<file path="config.mk">
export PLATFORM = sky130hd
export DESIGN_NAME = fetch_queue
export DESIGN_NICKNAME = d
export VERILOG_FILES = /design/src/rtl/core_pkg.sv /design/src/rtl/fq_fifo.sv /design/src/rtl/fetch_queue.sv
export SDC_FILE = /design/constraint.sdc
export NUM_CORES = 1
export LEC_CHECK = 0
export CAP_MARGIN = 20
export CORE_UTILIZATION = 40
export CTS_CLUSTER_SIZE = 40
export DETAILED_ROUTE_END_ITERATION = 7
export GPL_ROUTABILITY_DRIVEN = 0
export PLACE_DENSITY = 0.72
export SLEW_MARGIN = 10
export SYNTH_ARGS = -nofsm -noshare
export SYNTH_HDL_FRONTEND = slang
export SYNTH_SLANG_ARGS = --single-unit
</file>
<file path="constraint.sdc">
create_clock -name clk -period 2.2 [get_ports clk]
set_clock_uncertainty 0.1 [all_clocks]
set_input_delay 0.33 -clock clk [delete_from_list [all_inputs] [get_ports clk]]
set_output_delay 0.33 -clock clk [all_outputs]
set_load 0.05 [all_outputs]
</file>
<file path="src/rtl/core_pkg.sv">
// Shared constants and types for the 16-bit core.
// Used by the fetch queue and its storage.
package core_pkg;

    localparam int PC_W   = 9;
    localparam int INST_W = 16;

    localparam logic [PC_W-1:0] RESET_PC = '0;

    typedef struct packed {
        logic [INST_W-1:0] inst;
        logic [PC_W-1:0]   pc;
    } fq_entry_t;

endpackage

</file>
<file path="src/rtl/fq_fifo.sv">
// Prefetch storage: synchronous write, combinational head read.
// A flush empties the queue and takes priority over both ports.
module fq_fifo
    import core_pkg::*;
#(
    parameter int DEPTH = 4,
    parameter int W     = $bits(fq_entry_t),
    localparam int AW   = $clog2(DEPTH),
    localparam int CW   = AW + 1
) (
    input  logic          clk,
    input  logic          rst_n,
    input  logic          i_flush,
    input  logic          i_wr_en,
    input  logic [W-1:0]  i_wr_data,
    input  logic          i_rd_en,
    output logic [W-1:0]  o_rd_data,
    output logic [CW-1:0] o_count,
    output logic          o_full,
    output logic          o_empty
);

    logic [W-1:0]  r_mem [DEPTH];
    logic [AW-1:0] r_wr_ptr;
    logic [AW-1:0] r_rd_ptr;
    logic [CW-1:0] r_count;
    logic          w_wr;
    logic          w_rd;

    assign o_full    = (r_count == CW'(DEPTH));
    assign o_empty   = (r_count == '0);
    assign o_count   = r_count;
    assign o_rd_data = r_mem[r_rd_ptr];

    // A write into a full queue is a protocol error and is dropped.
    assign w_wr = i_wr_en && !o_full;
    assign w_rd = i_rd_en && !o_empty;

    always_ff @(posedge clk or negedge rst_n) begin
        if (!rst_n) begin
            r_wr_ptr <= '0;
            r_rd_ptr <= '0;
            r_count  <= '0;
            for (int i = 0; i < DEPTH; i++) begin
                r_mem[i] <= '0;
            end
        end else if (i_flush) begin
            r_wr_ptr <= '0;
            r_rd_ptr <= '0;
            r_count  <= '0;
        end else begin
            if (w_wr) begin
                r_mem[r_wr_ptr] <= i_wr_data;
                r_wr_ptr        <= r_wr_ptr + 1'b1;
            end
            if (w_rd) begin
                r_rd_ptr <= r_rd_ptr + 1'b1;
            end
            if (w_wr && !w_rd) begin
                r_count <= r_count + 1'b1;
            end else if (!w_wr && w_rd) begin
                r_count <= r_count - 1'b1;
            end
        end
    end

endmodule

</file>
<file path="src/rtl/fetch_queue.sv">
// Instruction fetch stage: sequential PC generation, 1-cycle imem,
// tagged prefetch queue toward decode, flush on redirect.
module fetch_queue
    import core_pkg::*;
#(
    parameter int DEPTH  = 4,
    parameter int PC_W   = core_pkg::PC_W,
    parameter int INST_W = core_pkg::INST_W,
    parameter logic [PC_W-1:0] RESET_PC = PC_W'(core_pkg::RESET_PC)
) (
    input  logic                   clk,
    input  logic                   rst_n,
    output logic                   imem_req,
    output logic [PC_W-1:0]        imem_addr,
    input  logic                   imem_valid,
    input  logic [INST_W-1:0]      imem_rdata,
    input  logic                   redirect,
    input  logic [PC_W-1:0]        redirect_pc,
    output logic                   dec_valid,
    input  logic                   dec_ready,
    output logic [INST_W-1:0]      dec_inst,
    output logic [PC_W-1:0]        dec_pc,
    output logic [$clog2(DEPTH):0] count,
    output logic                   full,
    output logic                   empty
);

    localparam int CW = $clog2(DEPTH) + 1;
    localparam int EW = INST_W + PC_W;
    localparam logic [CW:0] DEPTH_V = (CW + 1)'(DEPTH);

    logic [PC_W-1:0] r_fetch_pc;
    logic [PC_W-1:0] r_req_pc;
    logic            r_inflight;
    logic            r_kill;

    logic            w_credit;
    logic            w_req;
    logic            w_wr;
    logic            w_deq;
    logic [EW-1:0]   w_head;
    logic [CW-1:0]   w_count;
    logic            w_full;
    logic            w_empty;

    // Credit uses registered occupancy only; a same-cycle pop is ignored.
    assign w_credit = ({1'b0, w_count} + {{CW{1'b0}}, r_inflight}) < DEPTH_V;
    assign w_req    = rst_n && !redirect && w_credit;

    assign w_wr  = imem_valid && r_inflight && !r_kill && !redirect;
    assign w_deq = dec_valid && dec_ready;

    assign imem_req  = w_req;
    assign imem_addr = r_fetch_pc;
    assign dec_valid = !w_empty && !redirect;
    assign dec_inst  = w_head[EW-1:PC_W];
    assign dec_pc    = w_head[PC_W-1:0];
    assign count     = w_count;
    assign full      = w_full;
    assign empty     = w_empty;

    always_ff @(posedge clk or negedge rst_n) begin
        if (!rst_n) begin
            r_fetch_pc <= RESET_PC;
            r_req_pc   <= '0;
            r_inflight <= 1'b0;
            r_kill     <= 1'b0;
        end else begin
            r_inflight <= w_req;
            r_kill     <= redirect && r_inflight;
            if (redirect) begin
                r_fetch_pc <= redirect_pc;
            end else if (w_req) begin
                r_fetch_pc <= r_fetch_pc + 1'b1;
                r_req_pc   <= r_fetch_pc;
            end
        end
    end

    fq_fifo #(
        .DEPTH (DEPTH),
        .W     (EW)
    ) u_fifo (
        .clk       (clk),
        .rst_n     (rst_n),
        .i_flush   (redirect),
        .i_wr_en   (w_wr),
        .i_wr_data ({imem_rdata, r_req_pc}),
        .i_rd_en   (w_deq),
        .o_rd_data (w_head),
        .o_count   (w_count),
        .o_full    (w_full),
        .o_empty   (w_empty)
    );

endmodule

</file>
==> summary.md, run 1 <==
| Metric | Value |
|---|---|
| Cts bufs inserted | 17 |
| Maximum number of buffers from clock root to sink | 2 |
| Count of H-tree levels built during CTS | 4 |
| Port Buffers | 70 |
| Endpoint type of the worst setup path | output pin |
| Netlist area before placement | ~6100 µm² |
| Number of clock sinks | 127 |
| Violations in the final reports | DRC |
| Number of routed nets with antenna violations | 0 |
| Post-synth cell types | 43 |
| Die area | 15800 µm² |
| Number of maximum-capacitance violations | 0 |
| Final #Nets | about 530 |
| Antenna violations before repair | 0 |
| Initial DRC Count | between 200 and 300 |
| Standard cell with the maximum stage delay on the critical path | mux4_2 |
| Worst endpoint data arrival time | approximately 1800 ps |
| Actual slew at the worst max-slew pin | roughly 670 ps |
| Syn avg cell area | ~15 µm² |
| Buffer and inverter count on the worst path | 2 |
| Via count | 3636 |
| Leftover overflow at the end of global routing | 0 |
| Register area | around 3200 µm² |
| Pwr/cell area | about 1300 nW/µm² |
| Root buffer cell | clkbuf_16 |
| Number of setup buffers added after CTS | 0 |
| CP peak stage delay | around 600 ps |
| Total DRC errors in the routed layout | 14 |
| Worst-case vdd ir drop | 0.668 mV |
| Via count of the first global-routing pass | around 3900 |
| Synthesis-stage register bit count | about 130 |
| Worst-case headroom to the max-slew limit | 0.556 |
| Die extent in y | between 100 and 150 µm |
| Die extent in x | roughly 130 µm |
| Setup TNS | 0 ps |
| Number of stages on the worst setup path | 3 |
| Hold violation total from the final report | 0 |
| Placed wire-length estimate | around 8.4 mm |
| Total wire length | between 10 and 15 mm |
| Sequential fraction of the synthesis area | 0.520 |
| Flip-flop cell with the highest count after synthesis | dfrtp_1 |
| Highest fanout seen on the critical path | 9 |
| EDFF count, synth | 0 |
| Multi-input gate area in the final layout | 2710 µm² |
| Pin count of the biggest net entering global routing | roughly 120 |
| Clock insertion delay at the later pin of the skew report | 410 ps |
| Final Util | 0.548 |
| Initial standard-cell utilization of the core | 0.415 |
| CTS tree | built |
| Leak | between 3 and 4 nW |
| Cell type group with the largest total delay on the critical path | multiplexers |
| Final worst path period share | 0.998 |
| Vias/cell | roughly 5.2 |
| Clock transition at path regs | approximately 60 ps |
| Global Route Usage Sum | 0.174 |
| Shortest period the worst path allows | roughly 2200 ps |
| Commonest non-fill, non-tap cells in the layout | dfrtp_1, mux2_4, nand2_1, buf_12, clkdlybuf4s50_1 |
| Synth Instances | ~400 |
| Synthesized net count | 441 |
| Share of post-route cells with drive strength above 1 | 0.447 |
| Required time reported for the critical path endpoint | 1770 ps |
| Most common cell after layout, fill and taps aside | dfrtp_1 |
| Row Count | between 40 and 50 |
| Core box area | 14700 µm² |
| Share of flip-flops with an asynchronous set or reset | 1.00 |
| Worst reg2reg path depth | 7 |
| Kind of launch point of the worst setup path | flop |
| First-pass iteration count of the detailed router | 6 |
| Cell chain of the critical path | buf_6, mux4_2, buf_12 |
| IO Count | slightly above 70 |
| Reg-to-reg setup timing slack | about 60 ps |
| Setup-failing EPs final | 0 |
| Wire length of the first global-routing pass | 21.3 mm |
| Drt wl/cell | roughly 18 µm |
| Hold/Removal Path Class | in2async |
| Slew Viols, Final | 0 |
| Layout fillers | between 1000 and 1500 |
| Top achievable clock speed | around 0.46 GHz |
| Path type of the worst setup path | reg2out |
| Warnings from Yosys | 0 |
| Run status | finished, violations left |
| Unrepaired setup endpoints after global routing | true |
| Layout area overhead | 31.9% |
==> area by class of cell <==
class | instances | share of cell area
clock buffers | 19 | 0.0562
well taps | 184 | 0.0286
diodes | 1 | 0.000311
flip-flops and latches | 127 | 0.395
multi-input cells | 241 | 0.337
repair buffers | 97 | 0.157
clock inverters | 13 | 0.0202
inverters | 11 | 0.00513
==> logic make-up (layout without fill, tap and decap cells) <==
logic type	after synthesis	after routing	share of synthesized area
DFF	127	127	0.520
and+or+nand+nor	73	73	0.0566
xor gates and xnor gates	6	6	0.00861
other	0	1	0
muxes	126	126	0.327
adders and majority gates	6	6	0.0135
buffers and inverters	37	140	0.0387
AOI/OAI and AO/OA	30	30	0.0346
==> power breakdown <==
part           leakage, nW  internal, mW  total (mW)  switching, mW
clock network        0.284          1.84        2.88           1.03
registers             1.69          2.76        3.08          0.322
logic                 1.68          2.28        4.54           2.26
total                 3.65          6.89        10.5           3.61
==> synthesized netlist by cell type (2+ instances only) <==
cell	number	share of area
nor2_1	11	0.0068
buf_6	12	0.022
a22oi_1	2	0.0025
o221ai_1	3	0.0043
buf_2	5	0.0041
a221o_1	2	0.0033
mux2_4	80	0.20
dfrtp_1	127	0.52
xor2_1	2	0.0029
nand3_1	6	0.0049
o211ai_1	3	0.0037
a21o_1	2	0.0025
mux4_2	25	0.092
and2_1	6	0.0061
o21ai_0	4	0.0033
a31oi_1	3	0.0031
a21oi_1	6	0.0049
ha_1	5	0.010
clkbuf_1	8	0.0049
mux2_2	20	0.037
inv_1	10	0.0061
xnor2_1	4	0.0057
nand2_1	38	0.023
or3_1	2	0.0020
==> final timing paths <==
check / from / endpoint
max: u_fifo.r_rd_ptr[0] / dec_pc[1]
min: rst_n / imem_addr[2]
max reg2reg: u_fifo.o_count[0] / u_fifo.o_count[2]
min reg2reg: u_fifo.r_mem[0] / u_fifo.r_mem[0]
max in group asynchronous: rst_n / u_fifo.o_count[0]
min in group clk: u_fifo.r_mem[0] / u_fifo.r_mem[0]
==> through the flow <==
stage               worst slack [ps]  hold slack (ps)  power (mW)  cell area, µm²  cells
CTS                            -22.6              233        10.6            8040    692
finish                          3.46              256        10.5            8050    693
detailed placement              -168             54.5        7.69            7410    659
floorplan                       -533            -65.6        5.69            6170    405
global route                   -44.4              245        10.9            8050    692
global placement               -62.5             54.0        7.59            7410    659
==> registers in the layout, summed over array words and instances (netlist names) <==
register	count
u_fifo.r_wr_ptr	2
u_fifo.r_rd_ptr	2
r_inflight	1
u_fifo.o_count	3
u_fifo.r_mem	100
r_req_pc	9
imem_addr	9
r_kill	1
==> routing by layer <==
layer / vias to the layer above / track usage / part of all wire
li1: 1640 / - / -
met4: 0 / 0.0502 / 0.011
met2: 97 / 0.272 / 0.48
met5: - / 0 / 0
met1: 1888 / 0.244 / 0.47
met3: 11 / 0.0394 / 0.046
==> timing repair <==
item,in CTS,in global routing
hold endpoints to repair,4,0
gates resized for setup,4,4
endpoints found under the setup margin,14,27
hold buffers,1,0
cloned,0,0
No activity file was read; power rests on OpenSTA's default activity.
==> run 2: changes to the inputs <==
--- a/config.mk
+++ b/config.mk
@@ -5,6 +5,7 @@
 export SDC_FILE = /design/constraint.sdc
 export NUM_CORES = 1
 export LEC_CHECK = 0
+export ABC_AREA = 1
 export CAP_MARGIN = 20
 export CORE_UTILIZATION = 40
 export CTS_CLUSTER_SIZE = 40
==> run 2 against run 1 <==
Compared with the run above: the flow still finishes with violations (DRC); cell area shrank 4.2%; register-to-register slack gained 210 ps; via count grew 47%; critical endpoint is now imem_addr[6].
==> summary.md, run 2 <==
| Metric | Value |
|---|---|
| Highest fanout seen on the critical path | 6 |
| Clock transition at path regs | 50 ps |
| Flip-flop count of the largest register, all copies and words added | 100 |
| Number of stages on the worst setup path | 1 |
| Endpoint type of the worst setup path | output pin |
| Pin count of the biggest net entering global routing | ~130 |
| Path type of the worst setup path | reg2out |
| Yosys top cell by area | dfrtp_1 |
| Hold violation total from the final report | 0 |
| Proportion of netlist area held by the largest area contributor | 0.526 |
| Share of flip-flops with an asynchronous set or reset | 1.00 |
| Core box area | 14600 µm² |
| Die extent in y | roughly 120 µm |
| CP peak stage delay | around 850 ps |
| Die area | roughly 16000 µm² |
| Most area-consuming cells after synthesis | dfrtp_1, nand2_1, o21ai_0 |
| Initial DRC Count | just under 600 |
| Pwr/cell area | 1360 nW/µm² |
| First element of the critical path | imem_addr[6] |
| Sequential fraction of the synthesis area | 0.526 |
| Root buffer cell | clkbuf_16 |
| Final worst path period share | 0.978 |
| Wire length of the first global-routing pass | between 20 and 30 mm |
| Die extent in x | 125 µm |
| Initial standard-cell utilization of the core | 0.413 |
| Leak | between 3 and 4 nW |
| Actual slew at the worst max-slew pin | 680 ps |
| Endpoint of the worst-slack reg-to-reg timing path | u_fifo.o_count[2] |
| Via count of the first global-routing pass | roughly 5100 |
| Synthesized net count | between 700 and 800 |
| Vias/cell | 5.22 |
| Via count | approximately 5400 |
| Cell type group with the largest total delay on the critical path | buffers and inverters |
| Port Buffers | 70 |
| Layout area overhead | 27.7% |
| Most common cell after layout, fill and taps aside | nand2_1 |
| Cts bufs inserted | 17 |
| Flip-flop cell with the highest count after synthesis | dfrtp_1 |
| Leftover overflow at the end of global routing | 0 |
| Count of antenna diodes in the layout | 0 |
| Global Route Usage Sum | 0.214 |
| Most frequent cells after synthesis | nand2_1, o21ai_0, dfrtp_1 |
| Share of post-route cells with drive strength above 1 | 0.144 |
| Register with the most flip-flops | u_fifo.r_mem |
| Hold/Removal Path Class | reg2reg |
| Last element of the critical path | imem_addr[6] |
| Top achievable clock speed | about 0.46 GHz |
| Hold Path Cell Cnt | 2 |
| Number of clock sinks | between 100 and 150 |
| Worst-case vdd ir drop | 0.713 mV |
| EDFF count, synth | 0 |
| Count of H-tree levels built during CTS | 4 |
| Run status | finished, violations left |
| Worst endpoint data arrival time | 1720 ps |
| Standard cell with the maximum stage delay on the critical path | clkdlybuf4s50_1 |
| Row Count | 44 |
| Syn avg cell area | around 8.1 µm² |
| Post-route insts no fill | roughly 1000 |
| Slew Viols, Final | 0 |
| Worst-case headroom to the max-slew limit | 0.546 |
| Worst R2R Start | u_fifo.o_count[0] |
| Count of placed standard cells including taps | around 1000 |
| Kind of launch point of the worst setup path | flop |
| Cell chain of the critical path | clkdlybuf4s50_1 |
| Clock insertion delay at the later pin of the skew report | 420 ps |
| Worst reg2reg path depth | 13 |
| Dominant cell by count in the synthesized netlist | nand2_1 |
| First-pass iteration count of the detailed router | 6 |
| Number of routed nets with antenna violations | 0 |
| Post-synth cell types | 28 |
| CTS tree | built |
| Netlist area before placement | approximately 6000 µm² |
| Reg-to-reg setup timing slack | around 270 ps |
| Buffer and inverter count on the worst path | 1 |
| Setup-failing EPs final | 0 |
| Maximum number of buffers from clock root to sink | 2 |
| Placed wire-length estimate | roughly 10 mm |
| IO Count | 71 |
| Synth Instances | roughly 750 |
| Drt wl/cell | 15.7 µm |
| Commonest non-fill, non-tap cells in the layout | nand2_1, o21ai_0, dfrtp_1, nor2_1, buf_4 |
| Final #Nets | 867 |
| Number of maximum-capacitance violations | 0 |
| Antenna violations before repair | 0 |
| Synthesis-stage register bit count | roughly 130 |
| Total wire length | 16.1 mm |
| Post-layout instance area | 7710 µm² |
| Total DRC errors in the routed layout | 14 |
| Warnings from Yosys | 0 |
| Required time reported for the critical path endpoint | 1770 ps |
| Shortest period the worst path allows | 2150 ps |
| Post-Place Cell Area | about 7000 µm² |
| Violations in the final reports | DRC |
-- run 2: worst min-delay path by stage --
| stage | slack, ps | end | from |
|---|---|---|---|
| after floorplan | -70 | imem_addr[0] | rst_n |
| after global placement | 360 | u_fifo.r_mem[40] | u_fifo.r_mem[40] |
| after detailed placement | 360 | u_fifo.r_mem[45] | u_fifo.r_mem[45] |
| after CTS | 370 | imem_addr[6] | redirect_pc[6] |
| after global routing | 400 | u_fifo.r_mem[3] | u_fifo.r_mem[3] |
| final | 380 | u_fifo.r_mem[44] | u_fifo.r_mem[44] |
-- run 2: metal layers --
metal  vias up  global-route usage  wire, µm
li1       2612                   -         -
met1      2559               0.287      7330
met2       178               0.335      7590
met3        11              0.0554      1090
met4         0              0.0732       110
met5         -                   0         0
-- run 2: report_power, final --
| group | switching (mW) | internal (mW) |
|---|---|---|
| Sequential | 0.382 | 2.80 |
| Clock | 0.978 | 1.89 |
| Combinational | 3.02 | 1.41 |
-- run 2: final cells by class --
cell class	count	area, µm²
Timing Repair Buffer	110	1060
Sequential cell	127	3180
Clock inverter	5	103
Multi-Input combinational cell	545	2530
Fill cell	1340	6930
Clock buffer	26	499
Inverter	30	113
Tap cell	184	230
-- run 2: cells by family (layout without fill, tap and decap cells) --
kind of cell	count (synthesis)	in the layout	share of synthesized area
AO/OA/AOI/OAI	196	196	0.171
AND/OR/NAND/NOR	339	339	0.225
buffers and inverters	76	171	0.0590
XOR/XNOR	4	4	0.00580
flip-flops	127	127	0.526
adder cells (fa/ha/maj)	6	6	0.0137
-- run 2: per-stage QoR --
| step | setup WS (ps) | hold slack (ps) | TNS (ps) | total power, mW | util |
|---|---|---|---|---|---|
| 2_1_floorplan | -56.6 | -65.6 | -56.6 | 6.06 | - |
| 3_3_place_gp | 23.0 | 358 | 0 | 7.45 | 0.479 |
| 3_5_place_dp | -22.1 | 364 | -22.1 | 7.49 | 0.479 |
| 4_1_cts | -6.48 | 372 | -6.48 | 10.4 | 0.521 |
| 5_1_grt | -8.21 | 400 | -8.21 | 11.0 | 0.527 |
| 6_report | 48.6 | 378 | 0 | 10.5 | 0.527 |
-- run 2: timing repair --
action                                 CTS  global route
setup buffers                            0             1
pin swaps                                0             1
endpoints found under the hold margin   98             0
hold buffers                             1             0
resized for setup                        3            13
setup endpoints to repair               12            10
gates cloned                             0             1
